==> config.mk <==
export PLATFORM = sky130hd
export DESIGN_NAME = altpcie_av_cpl_err_arbiter
export DESIGN_NICKNAME = d
export VERILOG_FILES = /design/src/rtl/altpcie_av_cpl_err_pkg.sv /design/src/rtl/altpcie_av_rr_arbiter.sv /design/src/rtl/altpcie_av_cpl_err_arbiter.sv
export SDC_FILE = /design/constraint.sdc
export NUM_CORES = 1
export LEC_CHECK = 0
export BUFFER_PORTS_ARGS = -buffer_cell sky130_fd_sc_hd__buf_2
export CAP_MARGIN = 15
export CORE_ASPECT_RATIO = 1.75
export CORE_MARGIN = 10
export CORE_UTILIZATION = 49
export DETAILED_ROUTE_END_ITERATION = 6
export HOLD_SLACK_MARGIN = 0.03
export PLACE_DENSITY = 0.95
export SLEW_MARGIN = 20
export SYNTH_ARGS = -nofsm -noshare
export SYNTH_HDL_FRONTEND = slang
export SYNTH_HIERARCHICAL = 1
export SYNTH_SLANG_ARGS = --single-unit
==> constraint.sdc <==
create_clock -name pld_clk -period 7.15 [get_ports pld_clk]
set_clock_uncertainty 0.1 [all_clocks]
set_input_delay 1.43 -clock pld_clk [delete_from_list [all_inputs] [get_ports pld_clk]]
set_output_delay 1.43 -clock pld_clk [all_outputs]
set_load 0.01 [all_outputs]
==> src/rtl/altpcie_av_cpl_err_pkg.sv <==
// Shared types and constants for the HIP completion-error arbiter.
// Contents: CPL_ERR_W, LTSSM_L0, the FSM state type, and a helper that maps a
// completion-error code to per-bit counter increments.
package altpcie_av_cpl_err_pkg;

  localparam int unsigned CPL_ERR_W = 7;
  localparam logic [4:0]  LTSSM_L0  = 5'h0F;

  typedef enum logic [1:0] {
    IDLE  = 2'd0,
    ISSUE = 2'd1,
    GAP   = 2'd2
  } state_t;

  // Each set bit of a code bumps the counter of that bit by one.
  function automatic logic [CPL_ERR_W-1:0] cpl_err_bit_inc(input logic [CPL_ERR_W-1:0] code);
    return code;
  endfunction

endpackage

==> src/rtl/altpcie_av_rr_arbiter.sv <==
// Round-robin arbiter: search starts at i_ptr, lowest index first from there.
// Ports:
//   i_req        request vector
//   i_ptr        current round-robin pointer
//   i_advance    a grant is being taken this cycle
//   o_grant_c    one-hot grant (combinational)
//   o_next_ptr_c winner+1 mod NUM_REQ when advancing, else i_ptr (combinational)
module altpcie_av_rr_arbiter #(
  parameter  int unsigned NUM_REQ = 4,
  localparam int unsigned PTR_W   = (NUM_REQ > 1) ? $clog2(NUM_REQ) : 1
) (
  input  logic [NUM_REQ-1:0] i_req,
  input  logic [PTR_W-1:0]   i_ptr,
  input  logic               i_advance,
  output logic [NUM_REQ-1:0] o_grant_c,
  output logic [PTR_W-1:0]   o_next_ptr_c
);

  logic             w_found;
  logic [PTR_W-1:0] w_idx;
  logic [PTR_W-1:0] w_win;

  // Rotating priority search plus pointer update.
  always_comb begin
    o_grant_c    = '0;
    o_next_ptr_c = i_ptr;
    w_found      = 1'b0;
    w_win        = '0;
    w_idx        = '0;
    for (int unsigned k = 0; k < NUM_REQ; k++) begin
      w_idx = PTR_W'((32'(i_ptr) + k) % NUM_REQ);
      if (!w_found && i_req[w_idx]) begin
        w_found = 1'b1;
        w_win   = w_idx;
      end
    end
    if (w_found) begin
      o_grant_c[w_win] = 1'b1;
    end
    if (i_advance && w_found) begin
      o_next_ptr_c = (w_win == PTR_W'(NUM_REQ - 1)) ? '0 : w_win + PTR_W'(1);
    end
  end

endmodule

==> src/rtl/altpcie_av_cpl_err_arbiter.sv <==
// Shares the HIP cpl_err/cpl_pending interface among NUM_REQ requesters.
// Accepted codes are driven onto cpl_err for PULSE_CYCLES, followed by a
// GAP_CYCLES quiet period. Optional per-bit saturating error counters are
// built when CPL_ERR_CNT_EN is defined.
// Ports:
//   pld_clk, reset_status    clock, async active-high reset
//   ltssmstate               grants only while in L0
//   req_valid/req_err        per-requester code and valid
//   req_ready                one-hot accept strobe (combinational)
//   req_pending              per-requester completions outstanding
//   cpl_err, cpl_pending     to HIP
//   busy                     FSM not idle
//   err_cnt, err_cnt_clr     per-bit counters and clear (CPL_ERR_CNT_EN only)
module altpcie_av_cpl_err_arbiter
  import altpcie_av_cpl_err_pkg::*;
#(
  parameter int unsigned NUM_REQ      = 4,
  parameter int unsigned PULSE_CYCLES = 1,
  parameter int unsigned GAP_CYCLES   = 2
`ifdef CPL_ERR_CNT_EN
 ,parameter int unsigned CNT_W        = 16
`endif
) (
  input  logic                           pld_clk,
  input  logic                           reset_status,
  input  logic [4:0]                     ltssmstate,
  input  logic [NUM_REQ-1:0]             req_valid,
  input  logic [CPL_ERR_W*NUM_REQ-1:0]   req_err,
  output logic [NUM_REQ-1:0]             req_ready,
  input  logic [NUM_REQ-1:0]             req_pending,
  output logic [CPL_ERR_W-1:0]           cpl_err,
  output logic                           cpl_pending,
`ifdef CPL_ERR_CNT_EN
  output logic [CPL_ERR_W*CNT_W-1:0]     err_cnt,
  input  logic                           err_cnt_clr,
`endif
  output logic                           busy
);

  localparam int unsigned PTR_W   = (NUM_REQ > 1) ? $clog2(NUM_REQ) : 1;
  localparam int unsigned MAX_CYC = (PULSE_CYCLES > GAP_CYCLES) ? PULSE_CYCLES : GAP_CYCLES;
  localparam int unsigned TMR_W   = (MAX_CYC > 2) ? $clog2(MAX_CYC) : 1;
  localparam logic [TMR_W-1:0] PULSE_LAST = TMR_W'(PULSE_CYCLES - 1);
  localparam logic [TMR_W-1:0] GAP_LAST   = TMR_W'((GAP_CYCLES > 0) ? GAP_CYCLES - 1 : 0);

  state_t                 r_state;
  logic [PTR_W-1:0]       r_ptr;
  logic [TMR_W-1:0]       r_tmr;
  logic [CPL_ERR_W-1:0]   r_cpl_err;
  logic                   r_busy;
  logic                   r_cpl_pending;

  logic [NUM_REQ-1:0]     w_grant;
  logic [PTR_W-1:0]       w_next_ptr;
  logic                   w_grant_en;
  logic                   w_accept;
  logic                   w_issue_start;
  logic [CPL_ERR_W-1:0]   w_code;

  // Ready is gated by reset too, so it reads 0 while reset is held.
  assign w_grant_en    = !reset_status && (r_state == IDLE) && (ltssmstate == LTSSM_L0);
  assign req_ready     = w_grant_en ? w_grant : '0;
  assign w_accept      = |req_ready;
  assign w_issue_start = w_accept && (w_code != '0);

  altpcie_av_rr_arbiter #(
    .NUM_REQ (NUM_REQ)
  ) u_rr (
    .i_req        (req_valid),
    .i_ptr        (r_ptr),
    .i_advance    (w_accept),
    .o_grant_c    (w_grant),
    .o_next_ptr_c (w_next_ptr)
  );

  // Code of the current round-robin winner.
  always_comb begin
    w_code = '0;
    for (int unsigned i = 0; i < NUM_REQ; i++) begin
      if (w_grant[i]) begin
        w_code = req_err[CPL_ERR_W*i +: CPL_ERR_W];
      end
    end
  end

  // Issue FSM: pulse the code, then hold cpl_err low for the gap.
  always_ff @(posedge pld_clk or posedge reset_status) begin
    if (reset_status) begin
      r_state   <= IDLE;
      r_ptr     <= '0;
      r_tmr     <= '0;
      r_cpl_err <= '0;
      r_busy    <= 1'b0;
    end else begin
      case (r_state)
        IDLE: begin
          if (w_accept) begin
            r_ptr <= w_next_ptr;
            // A zero code is consumed without touching the HIP.
            if (w_issue_start) begin
              r_state   <= ISSUE;
              r_cpl_err <= w_code;
              r_busy    <= 1'b1;
              r_tmr     <= '0;
            end
          end
        end
        ISSUE: begin
          if (r_tmr == PULSE_LAST) begin
            r_cpl_err <= '0;
            r_tmr     <= '0;
            if (GAP_CYCLES == 0) begin
              r_state <= IDLE;
              r_busy  <= 1'b0;
            end else begin
              r_state <= GAP;
            end
          end else begin
            r_tmr <= r_tmr + TMR_W'(1);
          end
        end
        GAP: begin
          if (r_tmr == GAP_LAST) begin
            r_state <= IDLE;
            r_busy  <= 1'b0;
            r_tmr   <= '0;
          end else begin
            r_tmr <= r_tmr + TMR_W'(1);
          end
        end
        default: begin
          r_state   <= IDLE;
          r_cpl_err <= '0;
          r_busy    <= 1'b0;
          r_tmr     <= '0;
        end
      endcase
    end
  end

  // cpl_pending tracks the requesters regardless of FSM or link state.
  always_ff @(posedge pld_clk or posedge reset_status) begin
    if (reset_status) begin
      r_cpl_pending <= 1'b0;
    end else begin
      r_cpl_pending <= |req_pending;
    end
  end

  assign cpl_err     = r_cpl_err;
  assign cpl_pending = r_cpl_pending;
  assign busy        = r_busy;

`ifdef CPL_ERR_CNT_EN
  logic [CPL_ERR_W-1:0] w_inc;
  assign w_inc = w_issue_start ? cpl_err_bit_inc(w_code) : '0;

  // Saturating per-bit counters; clear wins over a same-cycle increment.
  for (genvar b = 0; b < CPL_ERR_W; b++) begin : g_cnt
    logic [CNT_W-1:0] r_cnt;
    always_ff @(posedge pld_clk or posedge reset_status) begin
      if (reset_status) begin
        r_cnt <= '0;
      end else if (err_cnt_clr) begin
        r_cnt <= '0;
      end else if (w_inc[b] && (r_cnt != '1)) begin
        r_cnt <= r_cnt + CNT_W'(1);
      end
    end
    assign err_cnt[CNT_W*b +: CNT_W] = r_cnt;
  end
`endif

endmodule

-- After elaboration in Yosys (flattened, before gate mapping)
Cells that the tools add are included.
- bits in registers: 14
- bits in latches: 0
- RAM bits: 0
- bits in read-only memories: 0
- input bits: 43
- output and inout port bits: 13
- memories: 0
- add/sub/neg operators: 5
- multiply operators: 0
- divide/modulo/power cells: 0
- $lt $le $gt $ge: 6
- equal/unequal tests: 8
- shifts and indexed selects: 0
- muxes and demuxes: 43
- bitwise logic cells: 2
- reduce and logical (&&, ||, !) cells: 21
- operators by type and width (kind ; count):
    7-bit 2-to-1 mux ; 7
    7-bit case mux with 3 select lines ; 1
    2-bit 2-to-1 mux ; 9
    1-bit 2-to-1 mux ; 16
    2-bit by 3-bit less-than comparator with 1-bit output (second input constant) ; 5
    4-bit AND reduction ; 3
    1-bit binary-select mux with 2-bit select ; 4
    1-bit logical AND ; 8
    4-bit 2-to-1 mux ; 2
    4-bit OR reduction ; 2
    7-bit nonzero test ; 1
    2-bit inequality test (second input constant) ; 3
    1-bit case mux with 3 select lines ; 2
    2-bit case mux with 3 select lines ; 1
    5-bit by 4-bit == test with 1-bit output (second input constant) ; 1
    2-bit by 1-bit adder with 2-bit output (second input constant) ; 2
    2-bit adder (second input constant) ; 2
    2-bit == test (second input constant) ; 2
    1-bit zero test ; 4
    3-bit AND reduction ; 1
    1-bit demux with 2-bit select ; 1
    2-bit by 1-bit == test with 1-bit output (second input constant) ; 1
    2-bit by 1-bit greater-or-equal comparator with 1-bit output (second input constant) ; 1
    2-bit zero test ; 1
    4 further kinds ; 5

-- Depth between registers and ports, before layout
- word-level depth: 26
- mapped depth: 13
- mapped depth without buffers: 12

-- Modules after synthesis
Netlist, hierarchy kept.
- by module, submodules not included (module ; instances ; cells an instance ; area an instance (um2) ; sequential area each (um2)):
    altpcie_av_cpl_err_arbiter ; 1 ; 99 ; 908.4 ; 350.3
    altpcie_av_rr_arbiter ; 1 ; 27 ; 224.0 ; 0.0

-- Worst setup path before layout
OpenSTA, ideal clock, no wires.
- path type: input port to flip-flop
- start point: in req_valid[3]
- end point: reg r_ptr[1]
- arrival time: 3.889 ns
- required time: 6.923 ns
- path slack: 3.033 ns
- cell stages on the path: 12
- cells stage by stage: nand2b_1 -> a211o_1 -> o21a_1 -> ha_1 -> and2b_1 -> or2_1 -> buf_6 -> nor3_1 -> and3b_1 -> o41ai_4 -> mux2_1 -> mux2_1
- cells in the longest elaborated chain, start to end: 21
- RTL lines (what ; line ; text):
    start, declared ; altpcie_av_cpl_err_arbiter.sv:27 ; input logic [NUM_REQ-1:0] req_valid,
    1-bit binary-select mux with 2-bit select ; altpcie_av_rr_arbiter.sv:32 ; if (!w_found && i_req[w_idx]) begin
    1-bit 2-to-1 mux (not written as such) ; altpcie_av_rr_arbiter.sv:32 ;
    1-bit 2-to-1 mux ; altpcie_av_rr_arbiter.sv:32 ;
    1-bit zero test ; altpcie_av_rr_arbiter.sv:32 ;
    1-bit logical AND ; altpcie_av_rr_arbiter.sv:32 ;
    1-bit 2-to-1 mux ; altpcie_av_rr_arbiter.sv:32 ;
    1-bit zero test ; altpcie_av_rr_arbiter.sv:32 ;
    1-bit logical AND ; altpcie_av_rr_arbiter.sv:32 ;
    [7 not listed] ; n/a ;
    1-bit demux with 2-bit select ; n/a ;
    4-bit 2-to-1 mux (*) ; altpcie_av_rr_arbiter.sv:37 ; if (w_found) begin
    net w_grant[2] ; altpcie_av_cpl_err_arbiter.sv:53 ; logic [NUM_REQ-1:0] w_grant;
    4-bit 2-to-1 mux (*) ; altpcie_av_cpl_err_arbiter.sv:62 ; assign req_ready = w_grant_en ? w_grant : '0;
    4-bit OR reduction (*) ; altpcie_av_cpl_err_arbiter.sv:63 ; assign w_accept = |req_ready;
    net w_accept ; altpcie_av_cpl_err_arbiter.sv:56 ; logic w_accept;
    1-bit logical AND ; altpcie_av_rr_arbiter.sv:40 ; if (i_advance && w_found) begin
    3-bit AND reduction (no source line) (*) ; n/a ;
    end signal, assigned ; altpcie_av_cpl_err_arbiter.sv:98 ; r_ptr <= w_next_ptr;
    end, declared ; altpcie_av_cpl_err_arbiter.sv:47 ; logic [PTR_W-1:0] r_ptr;
The timed path passes the listed nets; every way through them passes the cells marked *. The select of a mux whose other input is x is not followed.
A chain may end at the register's enable or synchronous reset.

-- Worst setup path in the final report
- start point: in req_valid[3]
- end point: out req_ready[1]
- cells in the longest elaborated chain, start to end: 18
- RTL lines (what ; line ; text):
    1-bit binary-select mux with 2-bit select ; altpcie_av_rr_arbiter.sv:32 ;
    1-bit 2-to-1 mux (not written as such) ; altpcie_av_rr_arbiter.sv:32 ;
    1-bit 2-to-1 mux ; altpcie_av_rr_arbiter.sv:32 ;
    1-bit zero test ; altpcie_av_rr_arbiter.sv:32 ;
    1-bit logical AND ; altpcie_av_rr_arbiter.sv:32 ;
    1-bit 2-to-1 mux ; altpcie_av_rr_arbiter.sv:32 ;
    1-bit zero test ; altpcie_av_rr_arbiter.sv:32 ;
    1-bit logical AND ; altpcie_av_rr_arbiter.sv:32 ;
    [3 not listed] ; n/a ;
    2-bit 2-to-1 mux ; altpcie_av_rr_arbiter.sv:32 ;
    2-bit by 3-bit less-than comparator with 1-bit output (not written as such) / 2-bit by 1-bit greater-or-equal comparator with 1-bit output (equally long branches) ; altpcie_av_rr_arbiter.sv:38 ; o_grant_c[w_win] = 1'b1;
    1-bit logical AND (not written as such) ; altpcie_av_rr_arbiter.sv:38 ;
    1-bit 2-to-1 mux (not written as such) ; altpcie_av_rr_arbiter.sv:38 ;
    1-bit demux with 2-bit select ; n/a ;
    4-bit 2-to-1 mux (*) ; altpcie_av_rr_arbiter.sv:37 ;
    net w_grant[1] ; altpcie_av_cpl_err_arbiter.sv:53 ;
    4-bit 2-to-1 mux (*) ; altpcie_av_cpl_err_arbiter.sv:62 ;
    end, declared ; altpcie_av_cpl_err_arbiter.sv:29 ; output logic [NUM_REQ-1:0] req_ready,
Marked as above.

==> flow_summary.json <==
{
  "status": "finished clean",
  "setup_violations": 0,
  "synth_edf_count": 0,
  "wl_per_cell_um": 17.1,
  "critPathSlowestCell": "and2b_1",
  "grt_pass1_wl_um": 5530,
  "final.min_clock_period_ns": 4.59,
  "ys_seq_elements": 14,
  "yosysSeqAreaShare_pct": 30.9,
  "hold_buffers": 0,
  "drt-total-wl_um": 3490,
  "synth.mux.area_fraction_pct": 3.87,
  "drtIter0Drc": 35,
  "io_pins": 56,
  "dieArea_um2": 4710,
  "post_cts_resized": 0,
  "firstDrtPassIters": 4,
  "rsz0062_at_grt": "false",
  "critPathMaxStageDelay_ns": 0.33,
  "overflow": 0,
  "nFillCells": 187,
  "seqCellArea_um2": 350,
  "yosys.area_share.simple_pct": 22.7,
  "nets": 227,
  "critPathMostFrequentCell": "buf_2",
  "cts_tree": "done",
  "numCtsBuffers": 3,
  "drive_above_1_share_pct": 36.9,
  "place_congestion": 0.820,
  "cts.sinks": 14,
  "cts_setup_buffers": 0,
  "critical_path_required_ns": 5.62,
  "grt_usage_pct": 13.7,
  "antenna_found_initial": 0,
  "holdCritPathClass": "register to register",
  "yosys.area_share.adder_pct": 4.42,
  "fp.dieH_um": 83.6,
  "hold_viol": 0,
  "syn_area_per_cell_um2": 8.99,
  "synth_cells": 126,
  "power_density_nw_per_um2": 178,
  "syn_area_um2": 1130,
  "clk_latency_ns": 0.23,
  "yosysWarnings": 6,
  "power_mw": 0.259,
  "yosysMostFrequentCell": "dfrtp_1",
  "p_leak_nw": 0.727,
  "synth_top_area_share_pct": 30.9,
  "dp_hpwl_um": 2960,
  "crit_type": "input port to output pin",
  "critPathCaptureType": "output pin",
  "yosys-top-cells-area": "dfrtp_1, o22ai_1, a41oi_1",
  "period_share_pct": 64.2,
  "synth_ff_type": "dfrtp_1",
  "worst_slew_pin_slew_ns": 0.930,
  "synth_compound_area_share_pct": 31.7,
  "htreeDepth": 1,
  "fin_setup_tns_ns": 0,
  "multi_input_area_um2": 726,
  "grt_max_degree": 17,
  "clock-root-buffer": "clkbuf_8",
  "ys_types": 43,
  "cap_violations": 0,
  "ys_async_sr_fraction_pct": 100,
  "synth.largest_area_cell": "dfrtp_1",
  "cp.arrival_ns": 3.06,
  "diodes": 0,
  "drc": 0,
  "synth_top_family_by_area": "compound AO/OA/AOI/OAI gates",
  "start_kind": "input port",
  "routed_via_density": 6.15,
  "postRouteAntennaNets": 0,
  "crit_chain": "buf_2, nand2b_1, a211o_1, o21ai_0, ha_1, and2b_1, and3_1, buf_2",
  "grt_pass1_vias": 1272,
  "synthesis.nets": 173,
  "achievable-frequency_mhz": 218,
  "initial_core_util_pct": 50.4,
  "irDropWorstVdd_v": 0.000131,
  "final_max_slew_viol_count": 0,
  "dr_total_vias": 1254,
  "synth-xor-area-share_pct": 0.773,
  "syn_to_final_growth_pct": 28.3,
  "path_max_fanout": 10,
  "clk_pin_slew_worst_paths_ns": 0.05,
  "slew_headroom_pct": 37.7,
  "num_rows": 23,
  "synth_common_cells": "dfrtp_1, nor2_1, o22ai_1",
  "die_x_um": 56.3,
  "coreArea_um2": 2240,
  "port_buffers": 55,
  "clock_path_buffers": 2
}
stage by stage:
stage	instances	setup slack (ns)	hold slack (ns)	cell area [um2]	utilization [%]
6_report	204	2.56	0.398	1450	64.7
3_3_place_gp	200	2.68	0.372	1390	61.9
2_1_floorplan	126	3.03	0.358	1130	-
3_5_place_dp	200	2.57	0.389	1390	61.9
4_1_cts	204	2.58	0.403	1450	64.4
5_1_grt	204	2.44	0.415	1450	64.7
cells in the final DEF (no fill, tap or decap), types with 2 or more instances in the layout:
cell type / instances
a21oi_1: 9
a221oi_1: 5
a221oi_2: 2
a41oi_1: 7
and2b_1: 3
and3_1: 5
buf_2: 55
clkbuf_8: 4
dfrtp_1: 14
ha_1: 4
inv_1: 4
mux2_1: 3
nand2_1: 9
nand2b_1: 3
nand3_1: 4
nor2_1: 11
nor2b_1: 2
o21ai_0: 2
o22ai_1: 10
flip-flops by register name, summed over array words and instances, names as in the netlist:
register and flops:
cpl_pending 1, r_ptr 2, r_state 2, r_tmr 1, busy 1, cpl_err 7
report_power, final:
group | total, mW | internal (mW) | leakage, nW | switching (mW)
Combinational | 0.0834 | 0.0370 | 0.513 | 0.0465
Clock | 0.0724 | 0.0486 | 0.0288 | 0.0239
Sequential | 0.103 | 0.0931 | 0.185 | 0.0101
cell type report:
| type | count | share of cell area, % |
|---|---|---|
| Clock buffer | 4 | 3.79 |
| Inverter | 4 | 1.03 |
| Multi-Input combinational cell | 102 | 50.0 |
| Sequential cell | 14 | 24.1 |
| Tap cell | 25 | 2.15 |
| Timing Repair Buffer | 55 | 18.9 |
worst paths after layout:
check | depth (start not counted) | from | slack, ns | end
hold / removal | 1 | busy | 0.40 | busy
max in group asynchronous | 2 | reset_status | 5.49 | cpl_err[2]
hold reg to reg | 1 | busy | 0.40 | busy
setup / recovery | 8 | req_valid[3] | 2.56 | req_ready[1]
setup reg to reg | 11 | r_ptr[1] | 3.70 | r_ptr[1]
min in group asynchronous | 2 | reset_status | 1.13 | r_ptr[1]
kinds of logic after synthesis:
logic type,count (synthesis)
mux,4
fa+ha+maj,4
xor+xnor,1
simple gates,47
flops,14
compound gates,46
buf+inv,10
critical path: cells and delay by family:
family	cells	cell delay [ns]
compound gates	2	0.46
fa+ha+maj	1	0.21
buf+inv	2	0.27
simple gates	3	0.68
per-layer routing:
layer | GRT usage (%) | vias to the layer above | share of wire (%)
met1 | 11.8 | 586 | 33
met4 | 8.79 | 0 | 3.4
li1 | - | 597 | -
met2 | 25.6 | 57 | 56
met3 | 4.27 | 14 | 7.4
met5 | 0 | - | 0
Note: power is estimated with default switching activity, not from simulation.
